==> src/rtl/sum_serial_nib_pkg.sv <==
// Shared types and constants for the nibble-serial multi-word adder.
// Holds the FSM state encoding, the nibble width and a nibble-count helper.
package sum_serial_nib_pkg;

   localparam int unsigned NIB_W = 4;

   typedef enum logic [1:0] {
      IDLE = 2'd0,
      RUN  = 2'd1,
      DONE = 2'd2
   } state_e;

   // Number of NIB_W-bit nibbles needed to cover a word of the given width.
   function automatic int unsigned nib_count(input int unsigned width);
      return (width + NIB_W - 1) / NIB_W;
   endfunction

endpackage

==> src/rtl/sum_serial_nib_nib4.sv <==
// Purely combinational 4-bit adder core with carry in and carry out.
// It is the only arithmetic element of the serial adder.
module sum_nib4
   import sum_serial_nib_pkg::*;
(
   input  logic [3:0] a,
   input  logic [3:0] b,
   input  logic       cin,
   output logic [3:0] sum,
   output logic       cout
);

   localparam int unsigned SUM_W = NIB_W + 1;

   logic [SUM_W-1:0] full_sum;

   assign full_sum = SUM_W'(a) + SUM_W'(b) + SUM_W'(cin);
   assign sum      = full_sum[NIB_W-1:0];
   assign cout     = full_sum[NIB_W];

endmodule

==> src/rtl/sum_serial_nib.sv <==
// Multi-word adder that walks one nibble per cycle through a single 4-bit core,
// keeping the carry in a register, with valid/ready handshakes on both sides.
module sum_serial_nib
   import sum_serial_nib_pkg::*;
#(
   parameter int unsigned NIBBLES = 4
) (
   input  logic                     clk,
   input  logic                     rst,
   input  logic                     in_valid,
   output logic                     in_ready,
   input  logic [NIB_W*NIBBLES-1:0] a,
   input  logic [NIB_W*NIBBLES-1:0] b,
   input  logic                     cin,
   output logic                     out_valid,
   input  logic                     out_ready,
   output logic [NIB_W*NIBBLES-1:0] sum,
   output logic                     cout,
   output logic                     busy
);

   localparam int unsigned WIDTH = NIB_W * NIBBLES;
   localparam int unsigned IDX_W = (NIBBLES > 1) ? $clog2(NIBBLES) : 1;
   localparam logic [IDX_W-1:0] IDX_LAST = IDX_W'(NIBBLES - 1);

   state_e             state_q, state_d;
   logic [WIDTH-1:0]   a_q, a_d;
   logic [WIDTH-1:0]   b_q, b_d;
   logic               carry_q, carry_d;
   logic [IDX_W-1:0]   idx_q, idx_d;
   logic [WIDTH-1:0]   sum_q, sum_d;
   logic               cout_q, cout_d;
   logic               out_valid_q, out_valid_d;
   logic               in_ready_q, in_ready_d;
   logic               busy_q, busy_d;

   logic [NIB_W-1:0]   core_a;
   logic [NIB_W-1:0]   core_b;
   logic [NIB_W-1:0]   core_sum;
   logic               core_cout;

   // Select the operand nibbles addressed by the current index.
   always_comb begin
      core_a = '0;
      core_b = '0;
      for (int i = 0; i < int'(NIBBLES); i++) begin
         if (IDX_W'(i) == idx_q) begin
            core_a = a_q[i*NIB_W +: NIB_W];
            core_b = b_q[i*NIB_W +: NIB_W];
         end
      end
   end

   sum_nib4 u_core (
      .a    (core_a),
      .b    (core_b),
      .cin  (carry_q),
      .sum  (core_sum),
      .cout (core_cout)
   );

   always_ff @(posedge clk or posedge rst) begin
      if (rst) begin
         state_q     <= IDLE;
         a_q         <= '0;
         b_q         <= '0;
         carry_q     <= 1'b0;
         idx_q       <= '0;
         sum_q       <= '0;
         cout_q      <= 1'b0;
         out_valid_q <= 1'b0;
         in_ready_q  <= 1'b1;
         busy_q      <= 1'b0;
      end else begin
         state_q     <= state_d;
         a_q         <= a_d;
         b_q         <= b_d;
         carry_q     <= carry_d;
         idx_q       <= idx_d;
         sum_q       <= sum_d;
         cout_q      <= cout_d;
         out_valid_q <= out_valid_d;
         in_ready_q  <= in_ready_d;
         busy_q      <= busy_d;
      end
   end

   // Next-state logic; the handshake flags are computed from the next state
   // so they can be registered without adding a cycle of latency.
   always_comb begin
      state_d     = state_q;
      a_d         = a_q;
      b_d         = b_q;
      carry_d     = carry_q;
      idx_d       = idx_q;
      sum_d       = sum_q;
      cout_d      = cout_q;
      out_valid_d = out_valid_q;
      in_ready_d  = in_ready_q;
      busy_d      = busy_q;

      unique case (state_q)
         IDLE: begin
            if (in_valid) begin
               a_d        = a;
               b_d        = b;
               carry_d    = cin;
               idx_d      = '0;
               sum_d      = '0;
               cout_d     = 1'b0;
               state_d    = RUN;
               in_ready_d = 1'b0;
               busy_d     = 1'b1;
            end
         end

         RUN: begin
            for (int i = 0; i < int'(NIBBLES); i++) begin
               if (IDX_W'(i) == idx_q) begin
                  sum_d[i*NIB_W +: NIB_W] = core_sum;
               end
            end
            carry_d = core_cout;
            if (idx_q == IDX_LAST) begin
               // Index parks at zero so it never exceeds the last nibble.
               idx_d       = '0;
               cout_d      = core_cout;
               state_d     = DONE;
               out_valid_d = 1'b1;
            end else begin
               idx_d = idx_q + IDX_W'(1);
            end
         end

         DONE: begin
            if (out_ready) begin
               out_valid_d = 1'b0;
               state_d     = IDLE;
               in_ready_d  = 1'b1;
               busy_d      = 1'b0;
            end
         end

         default: begin
            state_d     = IDLE;
            out_valid_d = 1'b0;
            in_ready_d  = 1'b1;
            busy_d      = 1'b0;
         end
      endcase
   end

   assign in_ready  = in_ready_q;
   assign out_valid = out_valid_q;
   assign sum       = sum_q;
   assign cout      = cout_q;
   assign busy      = busy_q;

endmodule
==> config.mk <==
export PLATFORM = sky130hd
export DESIGN_NAME = sum_serial_nib
export DESIGN_NICKNAME = d
export VERILOG_FILES = /design/src/rtl/sum_serial_nib_pkg.sv /design/src/rtl/sum_serial_nib_nib4.sv /design/src/rtl/sum_serial_nib.sv
export SDC_FILE = /design/constraint.sdc
export NUM_CORES = 1
export LEC_CHECK = 0
export ABC_CLOCK_PERIOD_IN_PS = 7500
export BUFFER_PORTS_ARGS = -buffer_cell sky130_fd_sc_hd__buf_2
export CORE_AREA = 4 4 88 90
export DETAILED_ROUTE_END_ITERATION = 16
export DIE_AREA = 0 0 92 94
export PLACE_DENSITY_LB_ADDON = 0.15
export SYNTH_ARGS = -nofsm -noshare
export SYNTH_HDL_FRONTEND = slang
export SYNTH_SLANG_ARGS = --single-unit
==> constraint.sdc <==
create_clock -name clk -period 7.5 [get_ports clk]
set_input_delay 2.25 -clock clk [delete_from_list [all_inputs] [get_ports clk]]
set_output_delay 2.25 -clock clk [all_outputs]
set_load 0.02 [all_outputs]
==> results of run 1 <==
-- cells in the final DEF, fill, tap and decap left out, drive strengths merged, types with 7 or more instances in the layout --
master,n
a21oi,22
buf,58
clkbuf,13
dfrtp,56
ha,7
inv,14
nand2,92
nor2,9
o21ai,20
o2bb2ai,7
-- metrics by stage --
stage                     instances  instance area [um^2]  setup WS [ns]
after floorplan                 292                  2720           3.85
after detailed placement        432                  3050           3.89
after global routing            448                  3220           4.13
after CTS                       448                  3220           4.20
final                           448                  3220           4.21
after global placement          432                  3050           3.92
-- state kept, by name (all words and copies together) (netlist names) --
signal     flops
a_q           16
b_q           16
sum           16
idx_q          2
state_q        2
busy           1
carry_q        1
cout           1
in_ready       1
out_valid      1
-- final timing paths --
path,startpoint,endpoint,depth (start not counted)
worst max-delay path,in_ready$_DFFE_PP1P_,in_ready,1
min in group asynchronous,rst,busy$_DFFE_PP0P_,3
worst max register to register,idx_q[0]$_DFFE_PP0P_,sum[14]$_DFFE_PP0P_,10
worst min-delay path,b_q[14]$_DFFE_PP0P_,b_q[14]$_DFFE_PP0P_,2
worst min register to register,b_q[14]$_DFFE_PP0P_,b_q[14]$_DFFE_PP0P_,2
max in group asynchronous,rst,a_q[2]$_DFFE_PP0P_,3
-- cells in the mapped netlist, drive strengths merged (2+ instances only) --
master	n	area [um^2]
o31ai	6	45.0
a22oi	4	30.0
dfrtp	56	1400
a21oi	22	110
nand2	92	345
nor2	9	36.3
mux2	4	45.0
o2bb2ai	7	61.3
nor2b	2	12.5
ha	7	87.6
o21ai	20	100
inv	14	52.6
nand3b	4	30.0
buf	12	72.6
fa	2	40.0
a22o	6	52.6
a2bb2o	2	20.0
nand2b	2	12.5
clkbuf	5	18.8
nand3	4	20.0
-- report_power, final --
group	leakage, uW	switching, uW	internal, uW
clock	0.0000932	121	136
sequential	0.000713	79.2	444
combinational	0.000833	482	304
-- worst register-to-register path: cells and delay by family, from the launching register on --
family | cells | cell delay [ns]
adder cells (fa/ha/maj) | 3 | 1.50
AO/OA/AOI/OAI | 3 | 0.34
buffers and inverters | 1 | 0.10
AND/OR/NAND/NOR | 1 | 0.07
XOR/XNOR | 1 | 0.33
flip-flops | 1 | 0.43
multiplexers | 1 | 0.27
-- area by class of cell --
| type | count | area (um^2) | share of cell area [%] |
|---|---|---|---|
| multi-input cells | 204 | 1150 | 35.6 |
| clock inverters | 3 | 15.0 | 0.466 |
| flip-flops and latches | 57 | 1430 | 44.3 |
| clock buffers | 13 | 159 | 4.93 |
| repair buffers | 58 | 295 | 9.17 |
| well taps | 99 | 124 | 3.85 |
| inverters | 14 | 52.6 | 1.63 |
-- cell families after synthesis --
kind of cell             after synthesis
AND/OR/NAND/NOR                      117
AO/OA/AOI/OAI                         72
flip-flops                            57
buffers and inverters                 31
adder cells (fa/ha/maj)                9
multiplexers                           5
XOR/XNOR                               1
-- layer usage --
metal	global-route usage (%)	share of wire, %	up-vias
met5	0	0	-
met4	7.43	2.0	0
met3	3.77	4.2	10
met2	23.2	44	42
met1	20.1	50	972
li1	-	-	1088
==> run metrics, run 1 <==
GRT Total Usage=15.2%; Finished Core Util=45.6%; Final Hold Vio Count=0; clock network latency to the later pin of the worst-skew pair=0.34 ns; Post-CTS Hold Fix Bufs=0; VDD IR max=0.184 mV; Routed WL per cell=13.8 um; Starting Density=38.5%; Nets=390; largest family of logic cells by synthesized area=simple AND/OR/NAND/NOR gates; # diodes=0; CP max stage cell=dfstp_2; Final ANT Viol Nets=0; Cell Rows=31; DPL Wire Length=4.20 mm; via/cell ratio=4.71; Die Height=94 um; Net Count, Synth=338; Pre-Repair DR Iteration Count=4; fin. max-slew vios=0; max-cap viol count=0; Synth Area in Simple Gates=18.3%; crit-path leading delay family=flip-flops; status=finished clean; WL final=6.17 mm; worst path cell trace=buf_2; vias in the first global route=2,041; Yosys reg bits=57; Die ar.=8650 um^2; clk sinks=57; area delta synth->final=18.5%; synth warn=0; CORE AREA=7060 um^2; unique cell type count in the Yosys netlist=34; Post-CTS Setup Bufs=0; setup TNS=0 ns; Crit path arrival time=1.04 ns; final setup vio count=0; Worst-path clk slew=0.06 ns; Worst setup EP type=primary output; average size of a mapped cell=9.31 um^2; via count=2,112; Min-Delay Path Class=reg2reg; Crit Path Max Fanout=3; clock tree root driver cell=clkbuf_8; total gr overflow=0; RSZ-0062 raised after global routing=no; reg-to-reg setup timing slack=4.34 ns; post-CTS resize count=0; leakage power=0.00164 uW; critical path buffer and inverter count=1; PortBufs=56; Startpoint Class=register; residual DRC count=0; top_reg_cell synth=dfrtp_1; Post-Synth XOR/XNOR Area=0.322%; Synth Cell Area=2720 um^2; Synth Area in Compound Gates=16.8%; headroom to the max-slew limit=34.5%; 1st-iter DRT viols=91; Die X=92 um; Max Clock Skew=0.00614 ns; share of cells above drive strength 1=22.9%; WHS=0.475 ns; synthesized-area fraction occupied by adder cells=4.69%; post-synthesis sequential area ratio=52.5%; worst-margin pin slew=0.983 ns; fin crit period=3.29 ns; period utilization=43.8%; Fill cells=731; Post-synth EDFFs=0; CTS tree=yes; Power Total=1570 uW; WP data required=5.25 ns; clk buf depth=2; GPL Wtd Cong=0.772; Post-synth ARST share=100%; largest net degree at the start of global routing=58; I/O pins=57; critical path's largest stage delay=0.54 ns; CTS buffer count=9; htree depth=3; Setup CP Type=reg2out; initial antenna violation count=0; power density over cell area=486 nW/um^2; mux contribution to synthesized area=2.02%; global-route wire length before repair=9.99 mm; f_max=304 MHz; Post-Synthesis Cells=292
(Power assumes the default switching activity.)
==> inputs of run 2 (changes only) <==
Settings changed: ABC_CLOCK_PERIOD_IN_PS 7500 to 3180.
Clock period 7.5 ns to 3.18 ns, I/O delays scaled along.
==> run metrics, run 2 (synthesized netlist as in run 1, its figures left out) <==
Worst setup EP type=register; Die X=92 um (unchanged); Fill cells=741 (+1.4%); area delta synth->final=20.3%; clk buf depth=2 (unchanged); global-route wire length before repair=10.8 mm (+8.0%); final setup vio count=0 (unchanged); f_max=342 MHz; post-CTS resize count=0 (unchanged); Routed WL per cell=14.4 um (+4.5%); crit-path leading delay family=adder cells; DPL Wire Length=4.76 mm (+13%); Power Total=3800 uW (+140%); CORE AREA=7060 um^2 (unchanged); most frequent cells in the layout=nand2_1, dfrtp_1, buf_2; 1st-iter DRT viols=80 (-12%); Pre-Repair DR Iteration Count=4 (unchanged); pre-CTS setup slack=0.277 ns (-3.61 ns); worst path cell trace=inv_1 > ha_1 > nand2_1 > o21ai_0 > a22oi_1 > fa_1 > fa_1 > xor2_1 > nor2_1 > mux2_2; Cell Rows=31 (unchanged); leakage power=0.00166 uW (+1.5%); RSZ-0062 raised after global routing=no; CP max stage cell=fa_1; Starting Density=38.5% (unchanged); headroom to the max-slew limit=34.6% (+0.15 points); share of cells above drive strength 1=23.3% (+0.37 points); GPL Wtd Cong=0.841 (+9.0%); CTS buffer count=9 (unchanged); total gr overflow=0 (unchanged); VDD IR max=0.480 mV (+160%); period utilization=91.8%; critical path's largest stage delay=0.46 ns (-0.08 ns); Die Height=94 um (unchanged); clock tree root driver cell=clkbuf_8; Max Clock Skew=0.00944 ns (+0.00330 ns); Crit path arrival time=3.15 ns (+2.11 ns); vias in the first global route=2,210 (+8.3%); I/O pins=57 (unchanged); Die ar.=8650 um^2 (unchanged); largest net degree at the start of global routing=34 (-41%); final worst slack=0.259 ns (-3.95 ns); WL final=6.50 mm (+5.2%); setup TNS=0 ns (unchanged); GRT Total Usage=16.2% (+1.0 points); status=finished clean; power density over cell area=1160 nW/um^2 (+140%); Worst-path clk slew=0.07 ns (about the same); fin crit period=2.92 ns; fin. max-slew vios=0 (unchanged); initial antenna violation count=0 (unchanged); Min-Delay Path Class=reg2reg; critical path buffer and inverter count=1 (unchanged); htree depth=3 (unchanged); max-cap viol count=0 (unchanged); WP data required=3.41 ns (-1.84 ns); PortBufs=56 (unchanged); clock network latency to the later pin of the worst-skew pair=0.34 ns (about the same); most frequent CP cell=fa_1; WHS=0.486 ns (+0.0110 ns); Post-CTS Hold Fix Bufs=0 (unchanged); worst-margin pin slew=0.981 ns (-0.00218 ns); Setup CP Type=reg2reg; Startpoint Class=register; Nets=393 (+0.77%); Finished Core Util=46.3% (+0.71 points); residual DRC count=0 (unchanged); # diodes=0 (unchanged); Final Hold Vio Count=0 (unchanged); Crit Path Max Fanout=10 (+7); clk sinks=57 (unchanged); CTS tree=yes; via count=2,219 (+5.1%); Post-CTS Setup Bufs=0 (unchanged); commonest non-fill, non-tap cell in the layout=nand2_1; via/cell ratio=4.92 (+4.4%); Final ANT Viol Nets=0 (unchanged)
## run 2: cell count changes in the layout (fill, tap and decap cells not counted), sizes merged
cell    change
bufinv      +1
clkinv      -1
buf         +3
## run 2: per-stage QoR
stage          instance area, um^2  cells
6_report                      3270    451
5_1_grt                       3270    451
4_1_cts                       3270    451
3_5_place_dp                  3080    435
3_3_place_gp                  3080    435
2_1_floorplan                 2720    292
## run 2: routing by layer
metal / global-route usage, % / wire [um] / part of all wire (%) / vias to the layer above
met2: 25.7 / 3020 / 46 / 64
met5: 0 / 0 / 0 / -
li1: - / - / - / 1092
met3: 3.93 / 408 / 6.3 / 14
met1: 20.4 / 2910 / 45 / 1049
met4: 8.42 / 159 / 2.4 / 0
## run 2: path summary, 6_finish.rpt
| path | cells past startpoint | slack, ns | end | from |
|---|---|---|---|---|
| min reg2reg | 2 | 0.49 | b_q[6]$_DFFE_PP0P_ | b_q[6]$_DFFE_PP0P_ |
| max | 10 | 0.26 | sum[14]$_DFFE_PP0P_ | idx_q[0]$_DFFE_PP0P_ |
| max reg2reg | 10 | 0.26 | sum[14]$_DFFE_PP0P_ | idx_q[0]$_DFFE_PP0P_ |
| min | 2 | 0.49 | b_q[6]$_DFFE_PP0P_ | b_q[6]$_DFFE_PP0P_ |
| min in group asynchronous | 2 | 0.70 | busy$_DFFE_PP0P_ | rst |
| max in group asynchronous | 3 | 1.84 | in_ready$_DFFE_PP1P_ | rst |
## run 2: area by class of cell
class	count	area [um^2]	share of cell area (%)
well taps	99	124	3.79
inverters	14	52.6	1.61
multi-input cells	204	1150	35.1
flip-flops and latches	57	1430	43.6
clock inverters	3	40.0	1.22
repair buffers	61	330	10.1
clock buffers	13	149	4.55
## run 2: worst register-to-register path, delay by kind of cell, from the launching register on
family	cells	cell delay (ns)
adder cells (fa/ha/maj)	3	1.28
flip-flops	1	0.44
XOR/XNOR	1	0.30
AO/OA/AOI/OAI	2	0.27
multiplexers	1	0.26
AND/OR/NAND/NOR	2	0.15
buffers and inverters	1	0.11
## run 2: report_power, final
part	internal [uW]	switching [uW]
Combinational	743	1130
Clock	381	279
Sequential	1050	214
